<file path="src/rtl/interrupt_controller.sv">
// Timer interrupt controller: accepts one enabled timer request at an instruction
// boundary, pushes the 14-bit return PC (low byte first), then loads the vector.
module interrupt_controller #(
  parameter logic [13:0] VEC_OCF1A = 14'h00E,
  parameter logic [13:0] VEC_TOV1  = 14'h012,
  parameter logic [13:0] VEC_OCF0  = 14'h014,
  parameter logic [13:0] VEC_TOV0  = 14'h016
) (
  input  logic        clk,
  input  logic        rst,
  input  logic [7:0]  tifr,
  input  logic [7:0]  timsk,
  input  logic        sreg_i,
  input  logic        boundary,
  input  logic [13:0] pc,
  input  logic [15:0] sp,
  output logic        irq_pending,
  output logic        busy,
  output logic        mem_we,
  output logic [15:0] mem_addr,
  output logic [7:0]  mem_wdata,
  output logic        sp_dec,
  output logic        pc_load,
  output logic [13:0] pc_vector,
  output logic        clear_i,
  output logic [7:0]  flag_clear
);

  typedef enum logic [1:0] {IDLE, PUSH_LO, PUSH_HI, VECTOR} state_t;

  state_t      state_q, state_d;
  logic [13:0] ret_pc_q, ret_pc_d;
  logic [15:0] sp_lat_q, sp_lat_d;
  logic [7:0]  win_q, win_d;
  logic [7:0]  req;
  logic [7:0]  winner;
  logic [13:0] win_vec;
  logic        accept;

  assign req         = tifr & timsk & 8'b0001_0111;
  assign irq_pending = (|req) & sreg_i & (state_q == IDLE);
  assign accept      = irq_pending & boundary;

  // Fixed priority, lowest vector address wins; winner kept one-hot.
  always_comb begin
    winner = '0;
    if (req[4])      winner = 8'h10;
    else if (req[2]) winner = 8'h04;
    else if (req[1]) winner = 8'h02;
    else if (req[0]) winner = 8'h01;
  end

  always_comb begin
    win_vec = '0;
    case (win_q)
      8'h10:   win_vec = VEC_OCF1A;
      8'h04:   win_vec = VEC_TOV1;
      8'h02:   win_vec = VEC_OCF0;
      8'h01:   win_vec = VEC_TOV0;
      default: win_vec = '0;
    endcase
  end

  always_ff @(posedge clk) begin
    if (rst) begin
      state_q  <= IDLE;
      ret_pc_q <= '0;
      sp_lat_q <= '0;
      win_q    <= '0;
    end else begin
      state_q  <= state_d;
      ret_pc_q <= ret_pc_d;
      sp_lat_q <= sp_lat_d;
      win_q    <= win_d;
    end
  end

  always_comb begin
    state_d    = state_q;
    ret_pc_d   = ret_pc_q;
    sp_lat_d   = sp_lat_q;
    win_d      = win_q;
    busy       = 1'b0;
    mem_we     = 1'b0;
    mem_addr   = '0;
    mem_wdata  = '0;
    sp_dec     = 1'b0;
    pc_load    = 1'b0;
    pc_vector  = '0;
    clear_i    = 1'b0;
    flag_clear = '0;
    case (state_q)
      IDLE: begin
        if (accept) begin
          state_d  = PUSH_LO;
          ret_pc_d = pc;
          sp_lat_d = sp;
          win_d    = winner;
        end
      end
      PUSH_LO: begin
        busy      = 1'b1;
        mem_we    = 1'b1;
        mem_addr  = sp_lat_q;
        mem_wdata = ret_pc_q[7:0];
        sp_dec    = 1'b1;
        state_d   = PUSH_HI;
      end
      PUSH_HI: begin
        busy      = 1'b1;
        mem_we    = 1'b1;
        mem_addr  = sp_lat_q - 16'd1;
        mem_wdata = {2'b00, ret_pc_q[13:8]};
        sp_dec    = 1'b1;
        state_d   = VECTOR;
      end
      VECTOR: begin
        busy       = 1'b1;
        pc_load    = 1'b1;
        pc_vector  = win_vec;
        clear_i    = 1'b1;
        flag_clear = win_q;
        state_d    = IDLE;
      end
      default: state_d = IDLE;
    endcase
  end

endmodule

</file>
<file path="config.mk">
export PLATFORM = sky130hd
export DESIGN_NAME = interrupt_controller
export DESIGN_NICKNAME = d
export VERILOG_FILES = /design/src/rtl/interrupt_controller.sv
export SDC_FILE = /design/constraint.sdc
export NUM_CORES = 1
export LEC_CHECK = 0
export BUFFER_PORTS_ARGS = -buffer_cell sky130_fd_sc_hd__clkbuf_2
export CAP_MARGIN = 10
export CORE_MARGIN = 2
export CORE_UTILIZATION = 42
export CTS_CLUSTER_SIZE = 14
export DETAILED_ROUTE_END_ITERATION = 10
export MAX_ROUTING_LAYER = met4
export PLACE_DENSITY = 0.77
export SLEW_MARGIN = 10
export SYNTH_ARGS = -nofsm -noshare
export SYNTH_HDL_FRONTEND = slang
export SYNTH_SLANG_ARGS = --single-unit
</file>
<file path="constraint.sdc">
create_clock -name clk -period 2.1 [get_ports clk]
set_input_delay 0.42 -clock clk [delete_from_list [all_inputs] [get_ports clk]]
set_output_delay 0.42 -clock clk [all_outputs]
set_load 0.01 [all_outputs]
</file>
==> results.toml, run 1 <==
[run_status]
run_status = "finished, violations left"
violations = "negative setup slack"

[global_route]
grt_start_max_net_pins = 37
grt_antenna_before_repair = 0
gr-total-overflow = 0
grt_usage_pct = 20.6
grt_pass1_wl_um = 9860
grt_pass1_vias = 2199

[timing]
slew_headroom_pct = 49.5
hold_violations = 0
tns_ns = -2.63
setup_slack_ns = -0.529
finalMaxSlewViolations = 0
fmax_mhz = 380
rsz0062_at_grt = "yes"
fin_crit_sh_pct = 125
hold_ws_ns = 0.349
clock_skew_ns = 0.00570
tightest_slew_ns = 0.758
finalSetupViolCount = 12
period_needed_ns = 2.63

[clock_tree]
cts_buffers = 5
htreeDepth = 2
clk_pin_slew_ns = 0.07
cts_tree = "yes"
clockBufferDepth = 2
cts.sinks = 36
root_buffer = "clkbuf_8"
hold_buffers = 0
clkLatencyLatePin_ns = 0.28

[drt]
viasPerCell = 5.21
wl_um = 6220
wl_per_cell_um = 13.0
postRouteAntennaNets = 0
num_vias = 2494
drt-initial-drc-count = 144
drc = 0
drt-pass1-iter-count = 4

[placement]
port-buffer-count = 79
post-place-ws_ns = -0.261
dp.cells = 464
post-dp-hpwl_um = 4320
globalplace.congestion = 0.886
placed_area_mm2 = 0.00279

[critical_path]
path_max_fanout = 3
cp_data_arrival_time_ns = 2.21
cp.required_ns = 1.68
reg2reg_setup_slack_ns = 0.52
cp-start-kind = "flip-flop"
crit_path_end_kind = "output port"
criticalPathCategory = "reg -> out"

[synth]
synth_cell_types = 44
yosys.area.top_type = "dfxtp_1"
yosysMostFrequentCell = "nand2_1"
synth_top_area_share_pct = 32.4
netlist_top_cells_area = "dfxtp_1 (32%), nand2_1 (13%), a21oi_1 (8.8%)"
synth_edf_count = 0
synth_area_mm2 = 0.00223
synth_ff_type = "dfxtp_1"
ys_seq_elements = 36
synthArstFlopShare_pct = 0
synth_cells = 310
yosys_warnings = 0
seq_area_frac_synth_pct = 32.4
avgSynthCellArea_um2 = 7.18
synthTopCellsByCount = "nand2_1 (78), a21oi_1 (39), dfxtp_1 (36)"

[job]
maxCapViolations = 0

[floorplan]
die_h_um = 76.8
core-area_mm2 = 0.00511
design.portCount = 102
die_area_mm2 = 0.00590
num_rows = 26
start_util_pct = 43.6
chipWidth_um = 76.8

[finish]
layoutNonFillerInstCount = 479
final_area_mm2 = 0.00317
area_growth_pct = 42.2
antenna_cells = 0
drive_gt1_share_pct = 38.4
nets = 463

[power]
vdd_drop_max_mv = 0.458
leakage_nw = 1.37
powerDensity_mw_per_mm2 = 798

[min_path]
hold_path.class = "in -> reg"
[worst max-delay path, stage by stage (launching register included)]
cell and delay (ns):
dfxtp_1 0.31, or4_4 0.55, or4_4 0.43, or4_1 0.40, o211ai_1 0.09, buf_2 0.15
[cells in the final DEF (no fill, tap or decap), drive strengths merged, types with 6 or more instances in the layout]
| cell type | n |
|---|---|
| a21oi | 39 |
| a22oi | 7 |
| and2 | 8 |
| buf | 44 |
| clkbuf | 76 |
| conb | 14 |
| dfxtp | 36 |
| nand2 | 78 |
| nor2b | 9 |
| nor3 | 6 |
| o21ai | 18 |
[sequential cells by signal (all words and copies together), names as in the netlist]
register,count
ret_pc_q,14
sp_lat_q,16
state_q,2
win_q,4
[logic make-up (layout without fill, tap and decap cells)]
kind of cell / Yosys count / in the layout / share of synthesized area (%)
AO/OA/AOI/OAI: 86 / 86 / 23.0
XOR/XNOR: 2 / 2 / 0.787
adder cells (fa/ha/maj): 5 / 5 / 2.81
buffers and inverters: 41 / 127 / 9.83
flip-flops: 36 / 36 / 32.4
multiplexers: 4 / 4 / 1.85
other: 1 / 14 / 0.168
AND/OR/NAND/NOR: 135 / 135 / 29.2
[routing by layer]
metal / global-route usage [%] / up-vias / share of wire (%)
li1: - / 1243 / -
met1: 24.6 / 1176 / 43
met2: 36.0 / 68 / 52
met3: 3.76 / 7 / 4.4
met4: 4.91 / 0 / 0.74
met5: - / - / 0
[metrics by stage]
step,total power [W],util [%]
after floorplan,0.00141,-
after global placement,0.00172,54.5
after detailed placement,0.00174,54.5
after CTS,0.00242,59.5
after global routing,0.00268,62.0
final,0.00253,62.0
[timing repair]
item                                    4_1_cts  5_1_grt
buffers inserted                              6        1
pin swaps                                     9        5
endpoints found under the setup margin       21       20
cloned                                        0        0
hold endpoints to repair                      0        0
resized for setup                            38       35
[cell type report]
cell class                 instances  area (µm²)
clock buffer                       6        82.6
timing repair buffer             114         703
inverter                           5        26.3
multi-input combinational        246        1530
fill                             465        1940
tap                               70        87.6
clock inverter                     2        10.0
sequential                        36         729
[worst paths after layout]
kind                 from  cells past startpoint            to
max reg2reg    state_q[1]                      7   ret_pc_q[2]
min                pc[11]                      3  ret_pc_q[11]
min reg2reg  ret_pc_q[11]                      2  ret_pc_q[11]
max           sp_lat_q[0]                      5  mem_addr[15]
[power breakdown]
| group | switching, W | internal, W |
|---|---|---|
| clock network | 0.000241 | 0.000262 |
| registers | 0.0000541 | 0.000754 |
| logic | 0.000641 | 0.000576 |
No activity file was read; power rests on OpenSTA's default activity.
==> run 2, diff against run 1 <==
Settings changed: CORE_MARGIN 2 to default.
==> results.toml, run 2 (synthesis results as in run 1) <==
[drt]
postRouteAntennaNets = 0
viasPerCell = 5.19
drt-initial-drc-count = 189
drt-pass1-iter-count = 4
wl_per_cell_um = 12.9
drc = 0
num_vias = 2538
wl_um = 6310

[clock_tree]
clk_pin_slew_ns = 0.07
clkLatencyLatePin_ns = 0.28
clockBufferDepth = 2
root_buffer = "clkbuf_8"
hold_buffers = 0
htreeDepth = 2
cts_buffers = 5
cts_tree = "yes"
cts.sinks = 36

[timing]
hold_violations = 0
rsz0062_at_grt = "yes"
setup_slack_ns = -0.562
clock_skew_ns = 0.00393
hold_ws_ns = 0.349
fin_crit_sh_pct = 127
finalSetupViolCount = 14
finalMaxSlewViolations = 0
slew_headroom_pct = 50.8
fmax_mhz = 376
period_needed_ns = 2.66
tightest_slew_ns = 0.738

[power]
leakage_nw = 1.42
p_int_w = 0.00173
power_switching_w = 0.000963
power_frac_clock_pct = 21.9
p_comb_share_pct = 48.6
pwr-share-seq_pct = 29.4
powerDensity_mw_per_mm2 = 820
swShare_pct = 35.8
vdd_drop_max_mv = 0.469

[placement]
placed_area_mm2 = 0.00280
post-dp-hpwl_um = 4150
globalplace.congestion = 0.860
port-buffer-count = 79
dp.cells = 466

[critical_path]
path_max_fanout = 2
cp-start-kind = "flip-flop"
criticalPathCategory = "reg -> out"
cp_data_arrival_time_ns = 2.24
r2r_cells = 7
crit_path_end_kind = "output port"
cp.required_ns = 1.68

[global_route]
grt_usage_pct = 23.0
grt_pass1_wl_um = 9740
grt_antenna_before_repair = 0
grt_start_max_net_pins = 37
grt_pass1_vias = 2181
gr-total-overflow = 0

[run_status]
run_status = "finished, violations left"
violations = "negative setup slack"

[min_path]
hold_path.class = "in -> reg"
whs_path_depth = 3

[job]
maxCapViolations = 0

[finish]
final_area_mm2 = 0.00328
reg_top3 = "sp_lat_q: 16 flops, ret_pc_q: 14 flops, win_q: 4 flops"
layoutNonFillerInstCount = 489
nets = 473
antenna_cells = 0
most-common-layout-cells = "nand2_1 (76), clkbuf_2 (69), a21oi_1 (36)"
regMostFlops = "sp_lat_q"
drive_gt1_share_pct = 40.6
final_common_cell = "nand2_1"
area_growth_pct = 47.3
largest_reg_flops = 16

[floorplan]
design.portCount = 102
start_util_pct = 43.6
die_area_mm2 = 0.00560
die_h_um = 74.8
chipWidth_um = 74.8
num_rows = 26
core-area_mm2 = 0.00511
==> run 2: changes by cell type in the layout (fill, tap and decap cells not counted), moves of 2 or more <==
cell     change
a41oi_1      -2
a41oi_2      +2
buf_2        +2
buf_4        +4
buf_6        +7
buf_8        -2
dfxtp_1      -2
dfxtp_2      +4
dfxtp_4      -2
==> run 2: worst max-delay path: stages (launching register included) <==
cell and delay (ns):
dfxtp_2 0.32, or4_4 0.54, or4_4 0.43, or4_1 0.41
o211ai_1 0.10, buf_2 0.16
==> run 2: final timing paths <==
| kind | startpoint | slack [ns] | end |
|---|---|---|---|
| max reg2reg | state_q[1] | 0.54 | sp_lat_q[1] |
| min | pc[6] | 0.35 | ret_pc_q[6] |
| min reg2reg | ret_pc_q[6] | 0.45 | ret_pc_q[6] |
| max | sp_lat_q[0] | -0.56 | mem_addr[15] |
==> run 2: metal layers <==
layer  GRT usage [%]  vias to the layer above  share of wire (%)
li1                -                     1266                  -
met1            27.9                     1177                 43
met2            38.1                       85                 50
met3            3.75                       10                4.7
met4            9.22                        0                1.5
met5               -                        -                  0
==> run 2: final cells by class <==
class                   instances  area (µm²)
multi-input cells             246        1550
clock buffers                   6        72.6
fillers                       434        1830
clock inverters                 2        35.0
inverters                       5        23.8
flip-flops and latches         36         727
well taps                      70        87.6
repair buffers                124         787
==> run 2: metrics by stage <==
| step | setup slack (ns) | utilization (%) | TNS [ns] | total power [W] |
|---|---|---|---|---|
| final | -0.562 | 64.2 | -4.49 | 0.00269 |
| after global routing | -0.596 | 64.2 | -5.54 | 0.00285 |
| after CTS | -0.567 | 62.2 | -3.38 | 0.00257 |
| after detailed placement | -0.278 | 54.8 | -0.964 | 0.00176 |
| after global placement | -0.256 | 54.8 | -0.692 | 0.00174 |
| after floorplan | -0.137 | - | -0.137 | 0.00141 |
==> run 2: timing repair <==
action | in CTS | in global routing
endpoints found under the hold margin | 0 | 0
endpoints found under the setup margin | 21 | 21
resized for setup | 58 | 27
setup buffers | 10 | 8
pin swaps | 24 | 16
==> run 2: power groups by stage <==
stage | sequential, W | combinational (W) | clock, W
after global placement | 0.000799 | 0.000940 | 0
after global routing | 0.000798 | 0.00142 | 0.000633
after detailed placement | 0.000802 | 0.000956 | 0
final | 0.000792 | 0.00131 | 0.000590
after CTS | 0.000790 | 0.00118 | 0.000600
after floorplan | 0.000805 | 0.000600 | 0
